===== src/rtl/sme_driver_if.sv =====
// Host and SME signal bundle for sme_driver.
// The master modport is the driver's view; slave is the host/SME side.
interface sme_driver_if;
    logic       wr_en;
    logic       wr_sel;
    logic [7:0] wr_data;
    logic       start;
    logic       busy;
    logic       done;
    logic       res_match;
    logic [4:0] res_index;
    logic       res_timeout;
    logic [7:0] chardata;
    logic       isstring;
    logic       ispattern;
    logic       match;
    logic [4:0] match_index;
    logic       valid;

    modport master (
        input  wr_en, wr_sel, wr_data, start, match, match_index, valid,
        output busy, done, res_match, res_index, res_timeout, chardata, isstring, ispattern
    );

    modport slave (
        output wr_en, wr_sel, wr_data, start, match, match_index, valid,
        input  busy, done, res_match, res_index, res_timeout, chardata, isstring, ispattern
    );
endinterface


===== src/rtl/sme_driver.sv =====
// Host-side transmitter for the string-matching engine: buffers a string and a pattern,
// streams them on chardata/isstring/ispattern and captures the engine's result.
module sme_driver #(
    parameter int unsigned STR_MAX = 32,
    parameter int unsigned PAT_MAX = 8,
    parameter int unsigned TIMEOUT = 1023
) (
    input  logic         clk,
    input  logic         reset,
    sme_driver_if.master bus
);
    localparam int unsigned SLW = $clog2(STR_MAX + 1);
    localparam int unsigned PLW = $clog2(PAT_MAX + 1);
    localparam int unsigned SIW = $clog2(STR_MAX);
    localparam int unsigned PIW = $clog2(PAT_MAX);
    localparam logic [SLW-1:0] StrMax   = SLW'(STR_MAX);
    localparam logic [PLW-1:0] PatMax   = PLW'(PAT_MAX);
    localparam logic [9:0]     WaitLast = 10'(TIMEOUT - 1);

    typedef enum logic [2:0] {StIdle, StSendStr, StSendPat, StWait, StDone} state_e;

    state_e         state;
    logic [7:0]     str_mem [STR_MAX];
    logic [7:0]     pat_mem [PAT_MAX];
    logic [SLW-1:0] str_len;
    logic [PLW-1:0] pat_len;
    logic           str_new;
    logic [SIW-1:0] idx;
    logic [9:0]     wait_cnt;

    logic       busy_q, done_q, res_match_q, res_timeout_q, isstring_q, ispattern_q;
    logic [4:0] res_index_q;
    logic [7:0] chardata_q;

    logic           str_wr, pat_wr, str_wr_ok, pat_wr_ok, str_new_post, accept;
    logic [SLW-1:0] str_wr_idx, str_len_post, str_next;
    logic [PLW-1:0] pat_len_post, pat_next;
    logic [7:0]     str_first, pat_first;

    // A same-cycle write lands before start is judged, so the first char may come from wr_data.
    always_comb begin
        str_wr       = bus.wr_en && (state == StIdle) && !bus.wr_sel;
        pat_wr       = bus.wr_en && (state == StIdle) && bus.wr_sel;
        str_wr_idx   = str_new ? str_len : '0;
        str_wr_ok    = str_wr && (str_wr_idx < StrMax);
        str_len_post = str_wr_ok ? str_wr_idx + SLW'(1) : str_len;
        str_new_post = str_new | str_wr;
        pat_wr_ok    = pat_wr && (pat_len < PatMax);
        pat_len_post = pat_wr_ok ? pat_len + PLW'(1) : pat_len;
        accept       = bus.start && (state == StIdle) && (str_len_post != '0) &&
                       (pat_len_post != '0);
        str_first    = (str_wr_ok && (str_wr_idx == '0)) ? bus.wr_data : str_mem[0];
        pat_first    = (pat_wr_ok && (pat_len == '0)) ? bus.wr_data : pat_mem[0];
        str_next     = SLW'(idx) + SLW'(1);
        pat_next     = PLW'(idx[PIW-1:0]) + PLW'(1);
    end

    always_ff @(posedge clk) begin
        if (str_wr_ok) str_mem[str_wr_idx[SIW-1:0]] <= bus.wr_data;
        if (pat_wr_ok) pat_mem[pat_len[PIW-1:0]] <= bus.wr_data;
    end

    always_ff @(posedge clk or posedge reset) begin
        if (reset) begin
            state         <= StIdle;
            str_len       <= '0;
            pat_len       <= '0;
            str_new       <= 1'b0;
            idx           <= '0;
            wait_cnt      <= '0;
            busy_q        <= 1'b0;
            done_q        <= 1'b0;
            res_match_q   <= 1'b0;
            res_index_q   <= '0;
            res_timeout_q <= 1'b0;
            chardata_q    <= '0;
            isstring_q    <= 1'b0;
            ispattern_q   <= 1'b0;
        end else begin
            unique case (state)
                StIdle: begin
                    str_len <= str_len_post;
                    pat_len <= pat_len_post;
                    str_new <= str_new_post;
                    idx     <= '0;
                    if (accept) begin
                        busy_q <= 1'b1;
                        if (str_new_post) begin
                            state      <= StSendStr;
                            chardata_q <= str_first;
                            isstring_q <= 1'b1;
                        end else begin
                            state       <= StSendPat;
                            chardata_q  <= pat_first;
                            ispattern_q <= 1'b1;
                        end
                    end
                end
                StSendStr: begin
                    if (str_next < str_len) begin
                        idx        <= str_next[SIW-1:0];
                        chardata_q <= str_mem[str_next[SIW-1:0]];
                    end else begin
                        state       <= StSendPat;
                        str_new     <= 1'b0;
                        idx         <= '0;
                        isstring_q  <= 1'b0;
                        ispattern_q <= 1'b1;
                        chardata_q  <= pat_mem[0];
                    end
                end
                StSendPat: begin
                    if (pat_next < pat_len) begin
                        idx        <= SIW'(pat_next[PIW-1:0]);
                        chardata_q <= pat_mem[pat_next[PIW-1:0]];
                    end else begin
                        state       <= StWait;
                        ispattern_q <= 1'b0;
                        chardata_q  <= '0;
                        wait_cnt    <= '0;
                    end
                end
                StWait: begin
                    if (bus.valid) begin
                        res_match_q   <= bus.match;
                        res_index_q   <= bus.match_index;
                        res_timeout_q <= 1'b0;
                        done_q        <= 1'b1;
                        busy_q        <= 1'b0;
                        state         <= StDone;
                    end else if (wait_cnt == WaitLast) begin
                        // Abandon: index keeps its previous value.
                        res_timeout_q <= 1'b1;
                        res_match_q   <= 1'b0;
                        done_q        <= 1'b1;
                        busy_q        <= 1'b0;
                        state         <= StDone;
                    end else begin
                        wait_cnt <= wait_cnt + 10'd1;
                    end
                end
                StDone: begin
                    done_q   <= 1'b0;
                    pat_len  <= '0;
                    wait_cnt <= '0;
                    state    <= StIdle;
                end
                default: state <= StIdle;
            endcase
        end
    end

    assign bus.busy        = busy_q;
    assign bus.done        = done_q;
    assign bus.res_match   = res_match_q;
    assign bus.res_index   = res_index_q;
    assign bus.res_timeout = res_timeout_q;
    assign bus.chardata    = chardata_q;
    assign bus.isstring    = isstring_q;
    assign bus.ispattern   = ispattern_q;
endmodule


===== src/flat_wrapper.sv =====
// flat-port wrapper written by rule: the top's interface ports become plain ports
module sme_driver_flat 
#(
    parameter int unsigned STR_MAX = 32,
    parameter int unsigned PAT_MAX = 8,
    parameter int unsigned TIMEOUT = 1023
)
  (clk, reset, bus_wr_en, bus_wr_sel, bus_wr_data, bus_start, bus_match, bus_match_index, bus_valid, bus_busy, bus_done, bus_res_match, bus_res_index, bus_res_timeout, bus_chardata, bus_isstring, bus_ispattern);
  sme_driver_if bus_i ();
  input  logic clk;
  input  logic reset;
  input wire logic [$bits(bus_i.wr_en)-1:0] bus_wr_en;
  input wire logic [$bits(bus_i.wr_sel)-1:0] bus_wr_sel;
  input wire logic [$bits(bus_i.wr_data)-1:0] bus_wr_data;
  input wire logic [$bits(bus_i.start)-1:0] bus_start;
  input wire logic [$bits(bus_i.match)-1:0] bus_match;
  input wire logic [$bits(bus_i.match_index)-1:0] bus_match_index;
  input wire logic [$bits(bus_i.valid)-1:0] bus_valid;
  output wire logic [$bits(bus_i.busy)-1:0] bus_busy;
  output wire logic [$bits(bus_i.done)-1:0] bus_done;
  output wire logic [$bits(bus_i.res_match)-1:0] bus_res_match;
  output wire logic [$bits(bus_i.res_index)-1:0] bus_res_index;
  output wire logic [$bits(bus_i.res_timeout)-1:0] bus_res_timeout;
  output wire logic [$bits(bus_i.chardata)-1:0] bus_chardata;
  output wire logic [$bits(bus_i.isstring)-1:0] bus_isstring;
  output wire logic [$bits(bus_i.ispattern)-1:0] bus_ispattern;
  assign bus_i.wr_en = bus_wr_en;
  assign bus_i.wr_sel = bus_wr_sel;
  assign bus_i.wr_data = bus_wr_data;
  assign bus_i.start = bus_start;
  assign bus_i.match = bus_match;
  assign bus_i.match_index = bus_match_index;
  assign bus_i.valid = bus_valid;
  assign bus_busy = bus_i.busy;
  assign bus_done = bus_i.done;
  assign bus_res_match = bus_i.res_match;
  assign bus_res_index = bus_i.res_index;
  assign bus_res_timeout = bus_i.res_timeout;
  assign bus_chardata = bus_i.chardata;
  assign bus_isstring = bus_i.isstring;
  assign bus_ispattern = bus_i.ispattern;
  sme_driver #(.STR_MAX(STR_MAX), .PAT_MAX(PAT_MAX), .TIMEOUT(TIMEOUT)) u_core (.clk(clk), .reset(reset), .bus(bus_i));
endmodule

===== config.mk =====
export PLATFORM = sky130hd
export DESIGN_NAME = sme_driver_flat
export DESIGN_NICKNAME = d
export VERILOG_FILES = /design/src/rtl/sme_driver_if.sv /design/src/rtl/sme_driver.sv /design/src/flat_wrapper.sv
export SDC_FILE = /design/constraint.sdc
export NUM_CORES = 1
export LEC_CHECK = 0
export ABC_AREA = 1
export ABC_CLOCK_PERIOD_IN_PS = 3200
export BUFFER_PORTS_ARGS = -buffer_cell sky130_fd_sc_hd__buf_2
export CORE_AREA = 2 2 205 207
export CTS_BUF_LIST = sky130_fd_sc_hd__clkbuf_8
export DETAILED_ROUTE_END_ITERATION = 8
export DIE_AREA = 0 0 207 209
export GPL_TIMING_DRIVEN = 1
export HOLD_SLACK_MARGIN = 0.1
export PLACE_DENSITY = 0.54
export SLEW_MARGIN = 20
export SYNTH_ARGS = -nofsm -noshare
export SYNTH_HDL_FRONTEND = slang
export SYNTH_SLANG_ARGS = --single-unit

===== constraint.sdc =====
create_clock -name clk -period 3.2 [get_ports clk]
set_clock_uncertainty 0.15 [all_clocks]
set_input_delay 0.32 -clock clk [delete_from_list [all_inputs] [get_ports clk]]
set_output_delay 0.32 -clock clk [all_outputs]
set_load 0.03 [all_outputs]

# Word level (Yosys, flattened, before mapping)
# Memory sizes are Yosys's and may differ from the RTL's.
# Cells that the tools add are included.
[totals] mem_bits_rw=320 out_inout_bits=19 in_bits=20 n_memories=2 wordCells=122 regBits=48
[classes] n_eq_ne=14 n_reduce_logical=34 bitwise=1 muxes=48 add_sub_neg=5 magnitude_cmp=4
[mem_list] memory="u_core.str_mem" depth=32 word_bits=8 read_ports=2 rd_clocked_by_memory_dff=0 wr=1 line="sme_driver.sv:23" rtl="logic [7:0] str_mem [STR_MAX];"
[mem_list] memory="u_core.pat_mem" depth=8 word_bits=8 read_ports=2 rd_clocked_by_memory_dff=0 wr=1 line="sme_driver.sv:24" rtl="logic [7:0] pat_mem [PAT_MAX];"
[ops] op="8-bit two-way mux" n=6
[ops] op="10-bit two-way mux" n=3
[ops] op="10-bit case mux with 3 select lines" n=1
[ops] op="8-bit case mux with 3 select lines" n=1
[ops] op="1-bit two-way mux" n=18
[ops] op="3-bit two-way mux" n=5
[ops] op="5-bit case mux with 3 select lines" n=1
[ops] op="6-bit two-way mux" n=2
[ops] op="3-bit case mux with 4 select lines" n=1
[ops] op="2-bit AND reduction" n=6
[ops] op="4-bit AND reduction" n=3
[ops] op="10-bit by 1-bit adder with 10-bit output (second input constant)" n=1
[ops] op="10-bit == test (second input constant)" n=1
[ops] op="1-bit logical AND" n=10
[ops] op="5-bit two-way mux" n=2
[ops] op="2-bit inequality test (second input constant)" n=5
[ops] op="2-bit nonzero test" n=5
[ops] op="1-bit case mux with 2 select lines" n=4
[ops] op="4-bit case mux with 2 select lines" n=1
[ops] op="5-bit by 1-bit adder with 6-bit output (second input constant)" n=1
[ops] op="6-bit by 1-bit adder with 6-bit output (second input constant)" n=1
[ops] op="3-bit by 2-bit == test with 1-bit output (second input constant)" n=2
[ops] op="6-bit logical NOT" n=1
[ops] op="6-bit less-than comparator" n=1
[ops] op="other kinds (21)" n=24

# Logic depth before layout (Yosys ltp)
# Gate-level depths: netlist of the first run.
[logic_depth] word_depth=10 depth_mapped=19 mapped_depth_nobuf=18

# Worst setup path after synthesis of the first run
# No wires, ideal clock.
[synth_path] path_kind="register to register" from="reg u_core.idx[0]" to="reg u_core.chardata_q[0] (netlist: u_core.bus.chardata[0])" path_stages_with_launch=17 period_less_slack_ps=2649 n_path_buf=1 arrival_time_ps=2382 required_time_ps=2933 path_slack_ps=551 path_cell_list="dfrtp_1 ha_1 xor2_1 clkbuf_1 ha_1 nand2_1 nor2_1 nand2_1 nand2_1 nand2_1 clkinv_1 nand2_1 nand3_1 nor2_1 nor2_1 nand2_1 nand2_1"
[synth_via] elab_chain_len=4
[synth_rtl] element="from (decl)" line="sme_driver.sv:28" rtl="logic [SIW-1:0] idx;"
[synth_rtl] element="from (signal assigned)" line="sme_driver.sv:101" rtl="idx <= str_next[SIW-1:0];"
[synth_rtl] element="from (signal assigned)" line="sme_driver.sv:114" rtl="idx <= SIW'(pat_next[PIW-1:0]);"
[synth_rtl] element="5-bit by 1-bit adder with 6-bit output / 3-bit by 1-bit adder with 4-bit output (equally long branches)" line="sme_driver.sv:54, sme_driver.sv:55"
[synth_rtl] element="memory read 32 x 8 bit, or another cell as far along"
[synth_rtl] element="8-bit two-way mux (on tied branches)" line="sme_driver.sv:100, sme_driver.sv:113"
[synth_rtl] element="8-bit case mux with 3 select lines (*)" line="sme_driver.sv:80" rtl="unique case (state)"
[synth_rtl] element="to (signal assigned)" line="sme_driver.sv:90" rtl="chardata_q <= str_first;"
[synth_rtl] element="to (signal assigned)" line="sme_driver.sv:102" rtl="chardata_q <= str_mem[str_next[SIW-1:0]];"
[synth_rtl] element="to (signal assigned)" line="sme_driver.sv:109" rtl="chardata_q <= pat_mem[0];"
[synth_rtl] element="to (decl)" line="sme_driver.sv:33" rtl="logic [7:0] chardata_q;"
# Mark *: on every way between the ends. The rest lies on a longest branch, timed or not.
# A chain may end at the register's enable or synchronous reset.

# Final worst setup path of the first run
[layout_path] from="reg u_core.idx[0]" to="reg u_core.chardata_q[5] (netlist: u_core.bus.chardata[5])"
# Same word-level chain as after synthesis.

==> flow_summary.yaml, run 1 <==
sta:
  hold_viol: 0
  fin_crit_sh_pct: 90.95
  slew_headroom_pct: 37.56
  tns_ps: 0
  setup_viol: 0
  slew_viol_final: 0
  fmax_mhz: 343.6
  rsz0062_at_grt: "no"
  setup_slack_ps: 289.5
  period_minus_slack_ps: 2911
  worst_pin_slew_ps: 936.7
pwr:
  p_per_area_nw_per_um2: 832.9
  total_power_mw: 15.65
  power.leakage_nw: 7.322
  ir_drop_mv: 0.4899
layout:
  postLayoutCoreUtil_pct: 45.51
  final_net_count: 1689
  drive_above_1_share_pct: 14.86
  final_area_um2: 18790
  area_growth_pct: 15.67
  antenna_cells: 0
  final.fill_count: 3889
synthesis:
  synth_top_area_share_pct: 59.15
  ys_top_cells_by_area: "edfxtp_1, nand2_1, nand3_1"
  synth_most_common_cell: "nand2_1"
  netlist-cell-type-count: 42
  ys_seq_area_share_pct: 66.55
  synth_area_um2: 16240
  ys_warn_count: 0
  ys_top_cells_by_count: "nand2_1, edfxtp_1, nand3_1, nor2_1, inv_1"
  synth_top_area_cell: "edfxtp_1"
  syn_inst: 1525
  synthArstFlopShare_pct: 13.04
  ys.flop_type: "edfxtp_1"
  syn_area_per_cell_um2: 10.65
  synth-seq-cells: 368
  synth_edf_count: 320
  synth_nets: 1562
worst_setup_path:
  crit_required_ps: 3590
  reg2reg_to: "u_core.bus.chardata[5]$_DFFE_PP0P_"
  r2r-start: "u_core.idx[0]$_DFFE_PP0P_"
  cp-end-kind: "flop"
  path_max_fanout: 166
  rrSetupSlack_ps: 290
  path_common_cell: "nand3_1"
  arrival_ps: 3300
  path_class: "reg2reg"
  worst_path_max_delay_cell: "dfrtp_4"
  rr_worst_depth: 12
  worstPathCellList: "buf_12 -> inv_4 -> buf_4 -> nand2_1 -> nand3_1 -> nand3_1 -> nand3_1 -> nand3_1 -> a21o_1 -> nand3_1 -> nand2_1 -> nand2_1"
  crit_start: "u_core.idx[0]$_DFFE_PP0P_"
  slowest_delay_ps: 500
  start_kind: "flop"
route:
  routed_wl_mm: 44.00
  viasPerCell: 5.192
  drt-initial-drc-count: 1036
  firstDrtPassIters: 5
  wl_per_cell_um: 19.69
  antenna_left: 0
  drc: 0
  num_vias: 11600
grt:
  grt_pass1_vias: 11510
  grt_pass1_wl_mm: 67.79
  grt_max_degree: 167
  overflow: 0
  grt_usage_pct: 20.42
  antenna_found_initial: 0
floorplanning:
  die_y_um: 209
  initial_utilization_pct: 39.34
  core-area_um2: 41290
  dieArea_um2: 43260
  rows: 75
  die_w_um: 207
  io_pins: 39
clock_network:
  cts_tree: "built"
  cts_resized: 0
  cts.sinks: 368
  cts-buffers-inserted: 66
  ctsHoldBuffers: 24
  cts-root-buf: "clkbuf_8"
  clk_pin_slew_ps: 60
  clk_latency_ps: 600
  cts_max_level: 3
  clockBufferDepth: 3
  cts_setup_buffers: 0
status:
  outcome: "finished clean"
worst_hold_path:
  hp-class: "in2async"
placed_design:
  gp_congestion: 0.8844
  io_buffers: 38
  dpl-instance-area_um2: 17380
  dp_slack_ps: 311.0
  dpl.hpwl_mm: 28.34
run:
  cap_violations: 0
==> worst max-delay path by stage <==
stage | endpoint | slack (ps) | cells past startpoint
floorplan | u_core.bus.chardata[0]$_DFFE_PP0P_ | 550 | 16
global placement | u_core.bus.chardata[5]$_DFFE_PP0P_ | 320 | 11
global route | u_core.bus.chardata[0]$_DFFE_PP0P_ | 130 | 16
detailed placement | u_core.bus.chardata[5]$_DFFE_PP0P_ | 310 | 11
finish | u_core.bus.chardata[5]$_DFFE_PP0P_ | 290 | 12
CTS | u_core.bus.chardata[5]$_DFFE_PP0P_ | 320 | 11
==> final cells by class <==
| cell class | instances | area (µm²) | share of cell area [%] |
|---|---|---|---|
| timing repair buffer | 127 | 993.5 | 5.287 |
| tap | 539 | 674.4 | 3.589 |
| multi-input combinational | 1020 | 4870 | 25.92 |
| clock inverter | 44 | 234.0 | 1.245 |
| inverter | 69 | 269.0 | 1.432 |
| sequential | 368 | 10810 | 57.55 |
| clock buffer | 68 | 935.9 | 4.981 |
==> registers in the layout, indices dropped and copies added, names as in the netlist <==
register                cells
u_core.str_mem            256
u_core.pat_mem             64
u_core.wait_cnt            10
u_core.bus.chardata         8
u_core.str_len              6
u_core.bus.res_index        5
u_core.idx                  5
u_core.pat_len              4
u_core.state                3
u_core.bus.busy             1
u_core.bus.done             1
u_core.bus.ispattern        1
u_core.bus.isstring         1
u_core.bus.res_match        1
u_core.bus.res_timeout      1
u_core.str_new              1
==> critical path, delay by kind of cell, from the launching register on <==
kind	cells	cell delay, ps
buffers and inverters	3	940
DFF	1	500
AOI/OAI and AO/OA	1	190
and+or+nand+nor	8	830
==> power by group <==
group          leakage, nW  internal (mW)  switching, mW  total [mW]
Sequential            3.50           5.50          0.270        5.77
Combinational         3.16           1.78           4.08        5.86
Clock                0.670           2.12           1.90        4.02
Total                 7.32           9.40           6.25        15.7
==> stage by stage <==
stage,hold slack (ps),std cells
6_report,313.1,2235
5_1_grt,319.0,2235
4_1_cts,279.2,2235
3_5_place_dp,315.8,2099
3_3_place_gp,303.7,2099
2_1_floorplan,268.9,1525
==> cell families after synthesis <==
kind of cell | synth area share [%]
DFF | 66.55
and+or+nand+nor | 25.65
AOI/OAI and AO/OA | 2.511
buffers and inverters | 3.605
xor gates and xnor gates | 0.3774
adders and majority gates | 1.309
==> cells in the final DEF (no fill, tap or decap), types with 2 or more instances in the layout <==
| cell type | Yosys | final |
|---|---|---|
| bufinv_16 | 0 | 2 |
| clkinv_1 | 1 | 16 |
| o22ai_1 | 2 | 2 |
| nand2_1 | 471 | 471 |
| clkinv_2 | 0 | 6 |
| dfrtp_1 | 48 | 47 |
| nand2_2 | 20 | 20 |
| nand2_4 | 3 | 3 |
| nand4_1 | 10 | 10 |
| nor2_4 | 3 | 3 |
| o21ai_0 | 18 | 18 |
| edfxtp_1 | 320 | 320 |
| xor2_1 | 6 | 5 |
| nand3_2 | 5 | 5 |
| nor2_1 | 73 | 73 |
| nor3_1 | 19 | 19 |
| buf_4 | 6 | 59 |
| ha_1 | 17 | 16 |
| nand3_4 | 2 | 2 |
| clkbuf_8 | 0 | 68 |
| a21oi_1 | 27 | 27 |
| inv_2 | 15 | 15 |
| buf_12 | 0 | 6 |
| nor2_8 | 3 | 3 |
| nor2_2 | 8 | 8 |
| a21o_1 | 3 | 3 |
| nand3_1 | 308 | 308 |
| o211ai_2 | 4 | 4 |
| dlygate4sd3_1 | 0 | 24 |
| inv_1 | 52 | 70 |
| o31ai_1 | 3 | 3 |
| buf_2 | 27 | 38 |
| o21ai_1 | 5 | 5 |
==> routing by layer <==
layer  up-vias  wire length (µm)  global-route usage (%)
li1       5544                 -                       -
met1      5619             20080                   28.79
met2       359             20160                   31.55
met3        82              2713                   4.073
met4         0              1047                   7.167
met5         -                 0                       0
(Power assumes the default switching activity.)
==> run 2: changes to the inputs <==
BUFFER_PORTS_ARGS = unset   (was -buffer_cell sky130_fd_sc_hd__buf_2)
DONT_BUFFER_PORTS = 1   (was unset)
PLACE_DENSITY = 0.53   (was 0.54)
==> flow_summary.yaml, run 2 (synthesis results as in run 1) <==
sta:
  worst_pin_slew_ps: 922.4
  fin_crit_sh_pct: 90.03
  hold_viol: 0
  tns_ps: 0
  slew_viol_final: 0
  period_minus_slack_ps: 2881
  slew_headroom_pct: 38.42
  rsz0062_at_grt: "no"
  setup_viol: 0
  fmax_mhz: 347.1
clock_network:
  cts_setup_buffers: 0
  clk_latency_ps: 610
  cts_tree: "built"
  cts-buffers-inserted: 67
  clk_pin_slew_ps: 60
  clockBufferDepth: 3
  cts.sinks: 368
  cts_max_level: 3
  cts-root-buf: "clkbuf_8"
placed_design:
  dp.cells: 2052
  dpl.hpwl_mm: 26.36
  io_buffers: 0
  gp_congestion: 0.9066
worst_setup_path:
  worst_path_max_delay_cell: "dfrtp_4"
  cp-end-kind: "flop"
  slowest_delay_ps: 520
  start_kind: "flop"
  path_class: "reg2reg"
  path_common_cell: "nand2_1"
  worstPathCellList: "ha_2 -> nand3_1 -> xor2_1 -> inv_1 -> ha_1 -> nand2_1 -> o21a_1 -> nand2_1 -> nand2_1 -> clkinv_1 -> nand2_1 -> nand3_1 -> nor2_1 -> nor2_1 -> nand2_1 -> nand2_1"
  crit_required_ps: 3540
  arrival_ps: 3220
  path_max_fanout: 9
layout:
  final_net_count: 1647
  instances_no_fill: 2203
  final.fill_count: 3853
  postLayoutCoreUtil_pct: 45.45
  drive_above_1_share_pct: 13.10
  largest_reg_flops: 256
  area_growth_pct: 15.51
  final_cell_mix: "nand2_1, edfxtp_1, nand3_1"
  antenna_cells: 0
  final_common_cell: "nand2_1"
pwr:
  total_power_mw: 15.75
  p_per_area_nw_per_um2: 839.5
  ir_drop_mv: 0.3318
  power.leakage_nw: 7.227
route:
  wl_per_cell_um: 19.57
  firstDrtPassIters: 5
  routed_wl_mm: 43.10
  antenna_left: 0
  drt-initial-drc-count: 922
  viasPerCell: 5.163
  drc: 0
  num_vias: 11380
run:
  cap_violations: 0
floorplanning:
  initial_utilization_pct: 39.34
  dieArea_um2: 43260
  io_pins: 39
  die_y_um: 209
  core-area_um2: 41290
  rows: 75
  die_w_um: 207
grt:
  use_met2_pct: 31.01
  grt_usage_pct: 20.13
  overflow: 0
  grt_pass1_wl_mm: 66.41
  grt_use_met3_pct: 5.140
  grt_pass1_vias: 11070
  antenna_found_initial: 0
  grtUsageMet1_pct: 27.60
  grt_max_degree: 119
  busiest_layer: "met2"
worst_hold_path:
  hp-class: "in2async"
status:
  outcome: "finished clean"
run 2: cell types whose count changed in the layout (fill, tap and decap cells not counted), sizes merged:
cell	previous run	this run
buf	103	64
bufinv	2	4
clkbuf	68	70
clkinv	22	26
clkinvlp	1	3
dlygate4sd3	24	20
inv	88	89
run 2: layer usage:
| layer | vias to the layer above | part of all wire, % |
|---|---|---|
| li1 | 5455 | - |
| met1 | 5548 | 45 |
| met2 | 296 | 46 |
| met3 | 76 | 6.7 |
| met4 | 0 | 2.4 |
| met5 | - | 0 |
run 2: metrics by stage:
step	setup WS, ps	hold WS, ps	instance area [µm²]
5_1_grt	95.69	211.7	18760
6_report	318.9	223.8	18760
3_5_place_dp	363.9	274.2	17110
3_3_place_gp	454.9	273.3	17110
4_1_cts	102.0	172.8	18770
2_1_floorplan	551.5	268.9	16240
run 2: critical path, delay by kind of cell, from the launching register on:
family / cells / cell delay, ps
flops: 1 / 520
compound gates: 1 / 170
buf+inv: 2 / 380
fa+ha+maj: 2 / 530
simple gates: 10 / 810
xor+xnor: 1 / 210
run 2: timing repair:
| action | in CTS | in global routing |
|---|---|---|
| hold endpoints to repair | 391 | 0 |
| gates resized for setup | 0 | 1 |
| hold buffers | 29 | 0 |
| setup endpoints to repair | 0 | 11 |
run 2: cell type report:
type | instances | area (µm²) | area share (%)
Multi-Input combinational cell | 1020 | 4870 | 25.95
Inverter | 69 | 269.0 | 1.434
Timing Repair Buffer | 84 | 843.3 | 4.494
Clock buffer | 70 | 963.4 | 5.134
Sequential cell | 368 | 10820 | 57.64
Clock inverter | 53 | 329.1 | 1.754
Tap cell | 539 | 674.4 | 3.594
run 2: power breakdown:
part | internal, mW | switching (mW)
Sequential | 5.49 | 0.507
Combinational | 1.66 | 3.78
Clock | 2.36 | 1.96
Total | 9.51 | 6.24
run 2: final timing paths:
path | start | cells past startpoint | slack, ps | endpoint
max in group asynchronous | reset | 3 | 1960 | u_core.state[1]$_DFFE_PP0P_
min in group clk | bus_match_index[1] | 3 | 230 | u_core.bus.res_index[1]$_DFFE_PP0P_
hold reg to reg | u_core.wait_cnt[5]$_DFFE_PP0P_ | 1 | 340 | u_core.wait_cnt[5]$_DFFE_PP0P_
hold / removal | reset | 2 | 220 | u_core.bus.res_index[1]$_DFFE_PP0P_
setup / recovery | u_core.idx[0]$_DFFE_PP0P_ | 16 | 320 | u_core.bus.chardata[0]$_DFFE_PP0P_
setup reg to reg | u_core.idx[0]$_DFFE_PP0P_ | 16 | 320 | u_core.bus.chardata[0]$_DFFE_PP0P_
==> run 3: changes to the inputs <==
ABC_AREA = 0   (was 1)
CORE_AREA = 2 2 200 202   (was 2 2 205 207)
DIE_AREA = 0 0 202 204   (was 0 0 207 209)
SLEW_MARGIN = 0   (was 20)
==> flow_summary.yaml, run 3 <==
route:
  drt-initial-drc-count: 788
  wl_per_cell_um: 24.36
  drc: 0
  routed_wl_mm: 38.25
  viasPerCell: 5.522
  antenna_left: 0
  firstDrtPassIters: 5
  num_vias: 8670
clock_network:
  cts.sinks: 368
  cts_tree: "built"
  cts-buffers-inserted: 60
  cts_max_level: 2
  clk_latency_ps: 650
  clockBufferDepth: 3
  cts_setup_buffers: 0
  cts-root-buf: "clkbuf_8"
  clk_pin_slew_ps: 70
floorplanning:
  io_pins: 39
  rows: 73
  initial_utilization_pct: 39.55
  die_y_um: 204
  core-area_um2: 39180
  die_w_um: 202
  dieArea_um2: 41210
synthesis:
  ys_top_cells_by_area: "edfxtp_1, mux4_2, dfrtp_1"
  synth_top_family_by_area: "multiplexers"
  synth_most_common_cell: "edfxtp_1"
  syn_inst: 879
  synth_nets: 916
  synth_area_um2: 15500
  synth_compound_area_share_pct: 5.417
  ys_top_cells_by_count: "edfxtp_1, mux4_2, nor2_1, dfrtp_1, o21ai_0"
  netlist-cell-type-count: 67
  synth-seq-cells: 368
  syn_area_per_cell_um2: 17.63
  ys.flop_type: "edfxtp_1"
  yosys.area_share.simple_pct: 5.506
  synth_edf_count: 320
  ys_seq_area_share_pct: 69.75
  synthXorXnorAreaFrac_pct: 0.3310
  synthArstFlopShare_pct: 13.04
  ys_warn_count: 0
  synth-adder-area-share_pct: 1.372
  synth_top_area_cell: "edfxtp_1"
  synth_top_area_share_pct: 62.00
  synthMuxAreaShare_pct: 15.50
worst_setup_path:
  crit_start: "u_core.idx[0]$_DFFE_PP0P_"
  crit_required_ps: 3580
  start_kind: "flop"
  path_class: "reg2reg"
  path_max_fanout: 19
  r2r-start: "u_core.idx[0]$_DFFE_PP0P_"
  cp-end-kind: "flop"
  arrival_ps: 3380
layout:
  postLayoutCoreUtil_pct: 46.01
  drive_above_1_share_pct: 26.60
  final_net_count: 1040
  area_growth_pct: 16.32
  antenna_cells: 0
  largest_reg_flops: 256
  final_common_cell: "edfxtp_1"
  final_area_um2: 18030
  final_cell_mix: "edfxtp_1, mux4_2, buf_4"
  instances_no_fill: 1570
grt:
  grt_pass1_vias: 8712
  grt_max_degree: 42
  overflow: 0
  grt_usage_pct: 18.88
  grt_pass1_wl_mm: 56.99
  antenna_found_initial: 0
sta:
  period_minus_slack_ps: 3001
  slew_viol_final: 0
  worst_pin_slew_ps: 956.7
  rsz0062_at_grt: "no"
  hold_viol: 0
  setup_slack_ps: 198.6
  fin_crit_sh_pct: 93.79
  slew_headroom_pct: 36.13
  fmax_mhz: 333.2
  timing.hold.ws_ps: 203.7
  setup_viol: 0
  tns_ps: 0
status:
  outcome: "finished clean"
pwr:
  total_power_mw: 15.09
  ir_drop_mv: 0.6832
  p_per_area_nw_per_um2: 836.8
  power.leakage_nw: 6.181
placed_design:
  dp_slack_ps: 194.8
  dpl-instance-area_um2: 16640
  gp_congestion: 0.7954
  dpl.hpwl_mm: 23.74
  dp.cells: 1438
  io_buffers: 0
worst_hold_path:
  hp-class: "in2async"
run:
  cap_violations: 0
-- run 3: metal layers --
metal / wire, µm / GRT usage, % / up-vias
li1: - / - / 3814
met1: 17750 / 27.69 / 4527
met2: 17300 / 28.09 / 269
met3: 2219 / 3.587 / 60
met4: 986 / 7.064 / 0
met5: 0 / 0 / -
-- run 3: kinds of logic (layout without fill, tap and decap cells) --
| kind of cell | after synthesis | after routing |
|---|---|---|
| flops | 368 | 368 |
| simple gates | 179 | 179 |
| compound gates | 122 | 122 |
| mux | 119 | 119 |
| buf+inv | 69 | 235 |
| fa+ha+maj | 17 | 17 |
| xor+xnor | 5 | 5 |
-- run 3: repair_timing --
action / CTS / global route
hold endpoints to repair: 397 / 0
gates resized for setup: 0 / 1
setup endpoints to repair: 0 / 1
hold buffers: 28 / 0
-- run 3: cell type report --
class,instances,area [µm²]
fillers,3371,21160
flip-flops and latches,368,10810
multi-input cells,442,4409
repair buffers,109,1044
clock buffers,61,839.6
well taps,525,656.9
clock inverters,43,181.4
inverters,22,82.58
-- run 3: path summary, 6_finish.rpt --
path / slack [ps] / to / cells past startpoint
worst max-delay path: 200 / u_core.bus.chardata[4]$_DFFE_PP0P_ / 7
worst max register to register: 200 / u_core.bus.chardata[4]$_DFFE_PP0P_ / 7
max in group asynchronous: 1990 / u_core.idx[0]$_DFFE_PP0P_ / 2
worst min-delay path: 200 / u_core.wait_cnt[3]$_DFFE_PP0P_ / 2
min in group clk: 220 / u_core.bus.res_index[0]$_DFFE_PP0P_ / 2
worst min register to register: 330 / u_core.wait_cnt[9]$_DFFE_PP0P_ / 1
-- run 3: worst max-delay path: stages (launching register included) --
cell and delay, ps:
dfrtp_4 500, ha_4 360, buf_4 330, mux4_2 360, mux4_2 510, mux2_2 320
a221oi_1 270, a21oi_1 70
-- run 3: where the power goes --
| group | internal, mW | leakage [nW] | switching, mW |
|---|---|---|---|
| registers | 5.49 | 3.49 | 0.507 |
| clock network | 1.76 | 0.622 | 1.82 |
| logic | 2.62 | 2.07 | 2.90 |
